**src/rtl/pipe_pkg.sv**
```systemverilog
// Shared pipeline types: hazard FSM states, register-field constants and the
// bundle of stage-register enable/flush controls.
package pipe_pkg;

    localparam int REG_W = 5;
    localparam logic [REG_W-1:0] REG_ZERO = '0;

    typedef enum logic [1:0] {
        RUN,
        MEM_WAIT,
        FAULT
    } hz_state_t;

    typedef struct packed {
        logic pc_en;
        logic ifid_en;
        logic ifid_flush;
        logic idex_en;
        logic idex_flush;
        logic exmem_en;
        logic memwb_en;
        logic memwb_flush;
    } pipe_ctrl_t;

    // Uniform pattern: every enable gets en, every flush gets flush.
    function automatic pipe_ctrl_t ctrl_fill(input logic en, input logic flush);
        pipe_ctrl_t c;
        c.pc_en       = en;
        c.ifid_en     = en;
        c.ifid_flush  = flush;
        c.idex_en     = en;
        c.idex_flush  = flush;
        c.exmem_en    = en;
        c.memwb_en    = en;
        c.memwb_flush = flush;
        return c;
    endfunction

endpackage

```
**src/rtl/sat_counter.sv**
```systemverilog
// Up-counter with synchronous clear that holds at all-ones instead of wrapping.
module sat_counter #(
    parameter int W = 16
) (
    input  logic         clk,
    input  logic         clr,
    input  logic         inc,
    output logic [W-1:0] count
);

    always_ff @(posedge clk) begin
        if (clr) begin
            count <= '0;
        end else if (inc && (count != '1)) begin
            count <= count + W'(1);
        end
    end

endmodule

```
**src/rtl/pipe_hazard_ctrl.sv**
```systemverilog
// Stall/flush controller for the 5-stage pipeline: memory-wait freeze, taken
// branch squash and load-use bubble, plus memory timeout fault and stall count.
//
//   state    | meaning
//   RUN      | normal flow; branch/load-use resolved combinationally
//   MEM_WAIT | data memory still busy; wait_cnt counts freeze cycles
//   FAULT    | memory timed out; pipeline halted until rst
module pipe_hazard_ctrl
    import pipe_pkg::*;
#(
    parameter int MEM_TIMEOUT = 255,
    parameter int CNT_W       = 16
) (
    input  logic             clk,
    input  logic             rst,
    input  logic [REG_W-1:0] id_rs,
    input  logic [REG_W-1:0] id_rt,
    input  logic             ex_memread,
    input  logic [REG_W-1:0] ex_rt,
    input  logic             ex_branch_taken,
    input  logic             mem_req,
    input  logic             mem_ready,
    output logic             pc_en,
    output logic             ifid_en,
    output logic             ifid_flush,
    output logic             idex_en,
    output logic             idex_flush,
    output logic             exmem_en,
    output logic             memwb_en,
    output logic             memwb_flush,
    output logic             fault,
    output logic [CNT_W-1:0] stall_cnt
);

    localparam logic [7:0] WAIT_LAST = 8'(MEM_TIMEOUT - 1);

    hz_state_t  fsm;
    logic [7:0] wait_cnt;
    logic       freeze;
    logic       load_use;
    pipe_ctrl_t ctrl;

    assign freeze   = mem_req & ~mem_ready;
    assign load_use = ex_memread & (ex_rt != REG_ZERO) &
                      ((ex_rt == id_rs) | (ex_rt == id_rt));

    always_comb begin
        ctrl = ctrl_fill(1'b1, 1'b0);
        if (rst) begin
            ctrl = ctrl_fill(1'b0, 1'b1);
        end else if (fsm == FAULT) begin
            ctrl = ctrl_fill(1'b0, 1'b0);
        end else if (freeze) begin
            // MEM/WB keeps clocking but writes a bubble so the stalled
            // instruction does not write back twice.
            ctrl             = ctrl_fill(1'b0, 1'b0);
            ctrl.memwb_en    = 1'b1;
            ctrl.memwb_flush = 1'b1;
        end else if (ex_branch_taken) begin
            ctrl.ifid_flush = 1'b1;
            ctrl.idex_flush = 1'b1;
        end else if (load_use) begin
            ctrl.pc_en      = 1'b0;
            ctrl.ifid_en    = 1'b0;
            ctrl.idex_flush = 1'b1;
        end
    end

    assign pc_en       = ctrl.pc_en;
    assign ifid_en     = ctrl.ifid_en;
    assign ifid_flush  = ctrl.ifid_flush;
    assign idex_en     = ctrl.idex_en;
    assign idex_flush  = ctrl.idex_flush;
    assign exmem_en    = ctrl.exmem_en;
    assign memwb_en    = ctrl.memwb_en;
    assign memwb_flush = ctrl.memwb_flush;

    always_ff @(posedge clk) begin
        if (rst) begin
            fsm      <= RUN;
            wait_cnt <= '0;
            fault    <= 1'b0;
        end else begin
            case (fsm)
                RUN: begin
                    if (freeze) begin
                        fsm      <= MEM_WAIT;
                        wait_cnt <= 8'd1;
                    end else begin
                        wait_cnt <= '0;
                    end
                end
                MEM_WAIT: begin
                    if (freeze) begin
                        wait_cnt <= wait_cnt + 8'd1;
                        if (wait_cnt == WAIT_LAST) begin
                            fsm   <= FAULT;
                            fault <= 1'b1;
                        end
                    end else begin
                        fsm      <= RUN;
                        wait_cnt <= '0;
                    end
                end
                FAULT: begin
                    fault <= 1'b1;
                end
                default: begin
                    fsm      <= RUN;
                    wait_cnt <= '0;
                end
            endcase
        end
    end

    sat_counter #(
        .W(CNT_W)
    ) u_stall_cnt (
        .clk  (clk),
        .clr  (rst),
        .inc  (~ctrl.pc_en & ~rst),
        .count(stall_cnt)
    );

endmodule

```
**config.mk**
```make
export PLATFORM = sky130hd
export DESIGN_NAME = pipe_hazard_ctrl
export DESIGN_NICKNAME = d
export VERILOG_FILES = /design/src/rtl/pipe_pkg.sv /design/src/rtl/sat_counter.sv /design/src/rtl/pipe_hazard_ctrl.sv
export SDC_FILE = /design/constraint.sdc
export NUM_CORES = 1
export LEC_CHECK = 0
export CORE_AREA = 2 2 64 66
export DETAILED_ROUTE_END_ITERATION = 8
export DIE_AREA = 0 0 66 68
export PLACE_DENSITY_LB_ADDON = 0.08
export SLEW_MARGIN = 20
export SYNTH_ARGS = -nofsm -noshare
export SYNTH_HDL_FRONTEND = slang
export SYNTH_SLANG_ARGS = --single-unit
```
**constraint.sdc**
```tcl
create_clock -name clk -period 2 [get_ports clk]
set_input_delay 0.2 -clock clk [delete_from_list [all_inputs] [get_ports clk]]
set_output_delay 0.2 -clock clk [all_outputs]
set_load 0.05 [all_outputs]
```
==> metrics, run 1 <==
Diodes inserted 0; Slew @ Worst Pin 0.503 ns; initial antenna violation count 0; Post-CTS Setup Inserts 0; worst endpoint required time 2.20 ns; Die Height 68 um; TNS Setup 0 ns; Rows 23; Final setup viols 0; Synth area leaders dfxtp_1 (36%), xnor2_1 (5.8%), nor2_1 (5.4%); crit-path cells ha_4 > and3_4 > nand3_4 > o311a_4 > a21oi_4 > buf_12 > or4_1 > a21oi_1; global routing's busiest layer met2; global-route met1 utilization 19.9%; CP max stage cell or4_1; syn_area_per_cell 8.04 um^2; H-Tree Depth 1; Worst path max stage delay 0.46 ns; Max IR drop VDD 0.000295 V; initial core utilization 39.4%; RD Place Congestion 0.762; CTS root buf clkbuf_8; Final period util 95.2%; PD cells 475 mW/mm^2; Post-synth EDFFs 0; final hold slack 0.476 ns; crit start category register; first-pass GRT wire length 6300 um; prevailing post-synth register cell dfxtp_1; status complete, no violations; Relative slew margins 66.3%; GRT met2 Usage 34.7%; critical path class reg -> reg; worst hold path type reg -> reg; f_max 0.525 GHz; CP arrival 2.11 ns; Synth cell types 41; crit path max fanout 22; largest net degree at the start of global routing 23; most frequent cells in the layout clkdlybuf4s50_1 (32), nor2_1 (21), a21oi_1 (15), buf_4 (15), nand2_1 (14); Mapped Cells 189; CP top delay family simple AND/OR/NAND/NOR gates; Die Area 0.00449 mm^2; number of global-route vias before repair 1502; Max Cap Viol 0; post-synthesis sequential area ratio 35.6%; Core Util, Final 60.5%; Worst Setup Slack, final 0.0965 ns; Routed WL 3910 um; pre-CTS setup slack -0.291 ns; Core Area 0.00386 mm^2; vias per cell 5.37; Die X 66 um; Detail Placement HPWL 3080 um; # IOs 46; fin. max-slew vios 0; CTS Sinks 27; clk_skew 0.00757 ns; mapped cell area 0.00152 mm^2; asr flop ratio synth 0%; Avg WL per Cell 13.2 um; Synth warnings 0; fillcell total 368; FF+latch count, synth 27; Pre-antenna DRT Iters 4; commonest non-fill, non-tap cell in the layout clkdlybuf4s50_1; syn_nets 213; CTS clk-pin slew, worst paths 0.10 ns; Area Growth Syn to Fin 53.6%; Final Hold Vio Count 0; Longest Clk Path Bufs 2; CTS tree done; Yosys top cell area share 35.6%; DRC viols 0; total number of vias 1594; post-layout min period 1.90 ns; DR iter-0 viols 105; CP bufs+invs 1; fraction of layout cells with a size suffix above 1 22.3%; ANT nets after route 0; GRT Total Usage 17.8%; crit end category register; port bufs 45; P_leak 0.840 nW; Nets 272; met3 Usage GRT 2.47%; grt ovf 0; worst skew pair latency 0.28 ns; RSZ-0062 raised after global routing no; Num CTS Buffers 3; leading area contributor after synthesis dfxtp_1
==> per-stage QoR <==
| stage | area [um^2] | cells | total power [W] |
|---|---|---|---|
| 5_1_grt | 2330 | 297 | 0.00116 |
| 3_5_place_dp | 2260 | 293 | 0.000798 |
| 2_1_floorplan | 1600 | 189 | 0.000670 |
| 4_1_cts | 2310 | 297 | 0.00111 |
| 3_3_place_gp | 2260 | 293 | 0.000794 |
| 6_report | 2330 | 297 | 0.00111 |
==> routing by layer <==
metal	vias to the layer above	share of wire (%)	wire length, um
met5	-	0	0
met4	0	1.2	46
met3	5	4.2	166
met2	43	54	2100
met1	740	41	1600
li1	806	-	-
==> final cells by class <==
cell class	count	area (um^2)	area share, %
inverters	5	18.8	0.804
well taps	50	62.6	2.68
clock buffers	3	41.3	1.77
multi-input cells	150	972	41.6
repair buffers	61	661	28.3
flip-flops and latches	27	573	24.5
clock inverters	1	6.26	0.268
==> cell usage after synthesis, types with 3 or more instances <==
master and instances:
a21oi_1 15, a311oi_1 3, or4_1 3, nor3_1 3, o21a_1 4, nand4_1 4
and3_1 5, inv_1 5, nor2_1 22, or3_1 9, dfxtp_1 27, ha_1 3
nand2_1 15, nand3_1 13, xnor2_1 10, o21ai_1 8, o21ai_0 7
==> worst paths after layout <==
check	startpoint	end	slack, ns	depth (start not counted)
hold reg to reg	fault	fault	0.48	1
hold / removal	fault	fault	0.48	1
setup / recovery	u_stall_cnt.count[0]	u_stall_cnt.count[9]	0.1	8
setup reg to reg	u_stall_cnt.count[0]	u_stall_cnt.count[9]	0.1	8
==> report_power, final <==
group          switching [W]  total [W]  internal [W]
clock               0.000180   0.000323      0.000143
sequential        0.00000509   0.000539      0.000534
combinational       0.000119   0.000247      0.000129
==> sequential cells by signal, summed over array words and instances (netlist names) <==
register and cells:
fault 1, wait_cnt 8, u_stall_cnt.count 16, fsm 2
==> timing repair <==
item	4_1_cts	5_1_grt
pin swaps	4	2
endpoints found under the hold margin	0	0
hold buffers	0	0
resized for setup	4	6
setup endpoints to repair	3	6
==> logic make-up after synthesis <==
| kind of cell | count (synthesis) | synth area share (%) |
|---|---|---|
| muxes | 3 | 2.14 |
| and+or+nand+nor | 81 | 26.5 |
| adders and majority gates | 3 | 2.47 |
| xor gates and xnor gates | 11 | 6.34 |
| AOI/OAI and AO/OA | 52 | 22.0 |
| DFF | 27 | 35.6 |
| buffers and inverters | 12 | 5.02 |
(Power assumes the default switching activity.)
==> run 2, diff against run 1 <==
--- a/config.mk
+++ b/config.mk
@@ -5,6 +5,7 @@
 export SDC_FILE = /design/constraint.sdc
 export NUM_CORES = 1
 export LEC_CHECK = 0
+export ABC_CLOCK_PERIOD_IN_PS = 2000
 export CORE_AREA = 2 2 64 66
 export DETAILED_ROUTE_END_ITERATION = 8
 export DIE_AREA = 0 0 66 68
==> constraint.sdc (replaced) <==
create_clock -name clk -period 2 [get_ports clk]
set_input_delay 0.4 -clock clk [delete_from_list [all_inputs] [get_ports clk]]
set_output_delay 0.4 -clock clk [all_outputs]
set_load 0.05 [all_outputs]
==> metrics, run 2 (synthesized netlist as in run 1, its figures left out) <==
crit path max fanout 2; Longest Clk Path Bufs 2; Diodes inserted 0; met3 Usage GRT 3.62%; Worst Setup Slack, final -0.0389 ns; DRC viols 0; final hold slack 0.471 ns; global routing's busiest layer met2; CP bufs+invs 2; global-route met1 utilization 20.8%; commonest non-fill, non-tap cell in the layout nor2_1; worst skew pair latency 0.27 ns; pre-CTS setup slack -0.456 ns; cts hold-fix bufs 0; Die Area 0.00449 mm^2; Die Height 68 um; crit-path cells buf_8 > or4_1 > o21a_1 > nand2_4 > o21a_4 > buf_12; CP max stage cell or4_1; Biggest register u_stall_cnt.count; CP arrival 1.64 ns; status finished with violations; Core Area 0.00386 mm^2; GRT Total Usage 17.4%; largest net degree at the start of global routing 18; Die X 66 um; Largest regs u_stall_cnt.count x16, wait_cnt x8, fsm x2; Relative slew margins 66.4%; TNS Setup -0.0772 ns; clk_skew 0.00599 ns; number of global-route vias before repair 1550; post-layout min period 2.04 ns; RD Place Congestion 0.735; port bufs 45; Max IR drop VDD 0.000387 V; most frequent cells in the layout nor2_1 (21), clkdlybuf4s50_1 (19), a21oi_1 (14), buf_4 (14), nand2_1 (13); vias per cell 5.41; CP top delay family simple AND/OR/NAND/NOR gates; critical path class in -> out; fin. max-slew vios 0; CTS Sinks 27; P_leak 0.881 nW; crit start category input pin; Worst path max stage delay 0.51 ns; initial core utilization 39.4%; RSZ-0062 raised after global routing yes; GRT met2 Usage 32.3%; Nets 273; CTS tree done; Num CTS Buffers 3; CTS clk-pin slew, worst paths 0.09 ns; P_int 0.000803 W; Max Cap Viol 0; initial antenna violation count 0; f_max 0.490 GHz; Avg WL per Cell 12.3 um; clock power share 27.8%; ANT nets after route 0; worst endpoint required time 1.60 ns; first-pass GRT wire length 6300 um; H-Tree Depth 1; Area Growth Syn to Fin 54.8%; Final Hold Vio Count 0; failing checks negative setup slack; Detail Placement HPWL 2830 um; Sequential Power Share 49.2%; Final period util 102%; PD cells 466 mW/mm^2; Final setup viols 2; worst hold path type reg -> reg; Sw Ratio 26.8%; crit end category output port; CTS root buf clkbuf_8; # IOs 46; DR iter-0 viols 108; max reg flops 16; Combinational Power Share 23.0%; Pre-antenna DRT Iters 4; total number of vias 1613; Slew @ Worst Pin 0.502 ns; switching pwr 0.000293 W; grt ovf 0; Routed WL 3670 um; fraction of layout cells with a size suffix above 1 27.8%; Rows 23
## run 2: cell type report
type / instances / area (um^2)
Tap cell: 50 / 62.6
Multi-Input combinational cell: 150 / 1010
Timing Repair Buffer: 62 / 646
Sequential cell: 27 / 574
Fill cell: 375 / 1500
Clock buffer: 3 / 41.3
Clock inverter: 1 / 5.00
Inverter: 5 / 18.8
## run 2: stage by stage
step / std cells / power (W) / utilization (%) / cell area (um^2)
finish: 298 / 0.00110 / 61.0 / 2350
global route: 298 / 0.00115 / 61.0 / 2350
floorplan: 189 / 0.000676 / - / 1610
global placement: 290 / 0.000791 / 57.9 / 2230
CTS: 298 / 0.00111 / 60.8 / 2340
detailed placement: 290 / 0.000795 / 57.9 / 2230
## run 2: power groups by stage
stage | Clock (W) | Combinational, W | Sequential [W]
after detailed placement | 0 | 0.000243 | 0.000552
after global placement | 0 | 0.000240 | 0.000551
after CTS | 0.000318 | 0.000253 | 0.000539
after floorplan | 0 | 0.000119 | 0.000557
after global routing | 0.000340 | 0.000270 | 0.000540
final | 0.000305 | 0.000253 | 0.000539
## run 2: worst paths after layout
kind / start / end / slack, ns / depth (start not counted)
min: fault / fault / 0.47 / 1
max: ex_rt[4] / pc_en / -0.04 / 6
min reg2reg: fault / fault / 0.47 / 1
max reg2reg: u_stall_cnt.count[1] / u_stall_cnt.count[11] / 0.10 / 8
## run 2: repair_timing
action / 4_1_cts / 5_1_grt
pin swaps: 17 / 12
buffers inserted: 4 / 0
gates resized for setup: 46 / 11
setup endpoints to repair: 20 / 5
## run 2: worst register-to-register path, cell delays in order (launching register included)
cell and delay, ns:
dfxtp_4 0.37, ha_4 0.16, and3_1 0.19, nand3_2 0.11, o311a_1 0.20, a21oi_4 0.05, buf_6 0.14, or4_4 0.48
a21oi_2 0.12
## run 2: routing by layer
| metal | share of wire (%) | up-vias |
|---|---|---|
| met3 | 6.1 | 2 |
| met1 | 44 | 762 |
| met2 | 49 | 47 |
| met5 | 0 | - |
| li1 | - | 802 |
| met4 | 0.49 | 0 |
==> run 3, diff against run 2 <==
--- a/config.mk
+++ b/config.mk
@@ -6,9 +6,9 @@
 export NUM_CORES = 1
 export LEC_CHECK = 0
 export ABC_CLOCK_PERIOD_IN_PS = 2000
-export CORE_AREA = 2 2 64 66
+export CORE_AREA = 2 2 54 77
 export DETAILED_ROUTE_END_ITERATION = 8
-export DIE_AREA = 0 0 66 68
+export DIE_AREA = 0 0 56 79
 export PLACE_DENSITY_LB_ADDON = 0.08
 export SLEW_MARGIN = 20
 export SYNTH_ARGS = -nofsm -noshare
==> metrics, run 3 (synthesized netlist as in run 1, its figures left out) <==
fin. max-slew vios 0; Avg WL per Cell 14.3 um; Max IR drop VDD 0.000341 V; H-Tree Depth 1; final instance count without filler cells 294; grt ovf 0; pre-CTS setup slack -0.506 ns; initial antenna violation count 0; Sequential Power Share 46.5%; Final setup viols 2; # IOs 46; crit end category output port; CTS clk-pin slew, worst paths 0.10 ns; P_int 0.000824 W; Largest regs u_stall_cnt.count x16, wait_cnt x8, fsm x2; Die X 56 um; Die Height 79 um; fraction of layout cells with a size suffix above 1 30.3%; largest net degree at the start of global routing 28; Combinational Power Share 23.5%; vias per cell 5.62; clock power share 30.0%; Longest Clk Path Bufs 2; Area Growth Syn to Fin 62.7%; worst endpoint required time 1.60 ns; Sw Ratio 28.9%; TNS Setup -0.0186 ns; clk_skew 0.00811 ns; port bufs 45; GRT Total Usage 17.6%; P_leak 0.963 nW; CTS root buf clkbuf_8; Placed Cells 283; Pre-antenna DRT Iters 5; RSZ-0062 raised after global routing yes; final hold slack 0.467 ns; number of global-route vias before repair 1509; f_max 0.498 GHz; CTS tree done; PD cells 469 mW/mm^2; Core Util, Final 65.4%; Core Area 0.00378 mm^2; total number of vias 1653; Diodes inserted 0; switching pwr 0.000335 W; CTS Sinks 27; critical path class in -> out; failing checks negative setup slack; crit start category input pin; Max Cap Viol 0; first-pass GRT wire length 6330 um; commonest non-fill, non-tap cell in the layout nor2_1; Slew @ Worst Pin 0.508 ns; Routed WL 4200 um; Worst Setup Slack, final -0.00962 ns; RD Place Congestion 0.832; ANT nets after route 0; initial core utilization 40.2%; Num CTS Buffers 3; crit path max fanout 2; status finished with violations; Detail Placement HPWL 2970 um; most frequent cells in the layout nor2_1 (21), clkdlybuf4s50_1 (16), a21oi_1 (15), buf_4 (15), nand2_1 (13); Nets 276; DRC viols 0; Final Hold Vio Count 0; Die Area 0.00442 mm^2; Biggest register u_stall_cnt.count; worst hold path type reg -> reg; post-layout min period 2.01 ns; Rows 27; CP arrival 1.61 ns; max reg flops 16; Final period util 100%; Relative slew margins 66.1%; worst skew pair latency 0.29 ns; DR iter-0 viols 50
-- run 3: cell count changes in the layout (fill, tap and decap cells not counted), moves of 2 or more --
| cell | delta |
|---|---|
| clkdlybuf4s50_1 | -3 |
| dlygate4sd2_1 | -2 |
| clkdlybuf4s15_1 | +3 |
| clkbuf_16 | +2 |
| dlymetal6s2s_1 | +3 |
-- run 3: layout make-up --
| type | instances | area, um^2 |
|---|---|---|
| sequential | 27 | 574 |
| clock inverter | 1 | 8.76 |
| fill | 310 | 1310 |
| multi-input combinational | 150 | 1050 |
| timing repair buffer | 65 | 727 |
| tap | 43 | 53.8 |
| inverter | 5 | 18.8 |
| clock buffer | 3 | 41.3 |
-- run 3: worst max-delay path: stages --
cell	delay [ns]
buf_8	0.09
or4_4	0.53
o21a_4	0.22
nand2_4	0.07
o21a_4	0.15
buf_12	0.14
-- run 3: worst paths after layout --
path | slack, ns | endpoint | depth (start not counted) | startpoint
hold reg to reg | 0.47 | fault | 1 | fault
setup / recovery | -0.01 | ifid_en | 6 | ex_rt[4]
hold / removal | 0.47 | fault | 1 | fault
setup reg to reg | 0.02 | u_stall_cnt.count[5] | 7 | u_stall_cnt.count[0]
-- run 3: per-stage QoR --
step / power (W) / instance area [um^2]
2_1_floorplan: 0.000676 / 1610
4_1_cts: 0.00114 / 2340
6_report: 0.00116 / 2470
3_5_place_dp: 0.000797 / 2240
3_3_place_gp: 0.000794 / 2240
5_1_grt: 0.00120 / 2470
-- run 3: power by group through the flow --
stage	sequential, W	clock [W]	combinational (W)
final	0.000539	0.000347	0.000273
after global routing	0.000540	0.000371	0.000288
after CTS	0.000539	0.000349	0.000254
after detailed placement	0.000551	0	0.000246
after global placement	0.000551	0	0.000242
after floorplan	0.000557	0	0.000119
-- run 3: layer usage --
metal	part of all wire [%]	vias up	GRT usage, %
met1	39	785	18.4
li1	-	815	-
met5	0	-	0
met4	2.4	0	9.29
met2	55	42	33.5
met3	3.2	11	1.95
-- run 3: repair_timing --
item,4_1_cts,5_1_grt
cloned,0,2
endpoints found under the setup margin,20,7
gates resized for setup,47,20
hold buffers,0,0
setup buffers,3,2
endpoints found under the hold margin,0,0
pin swaps,18,13
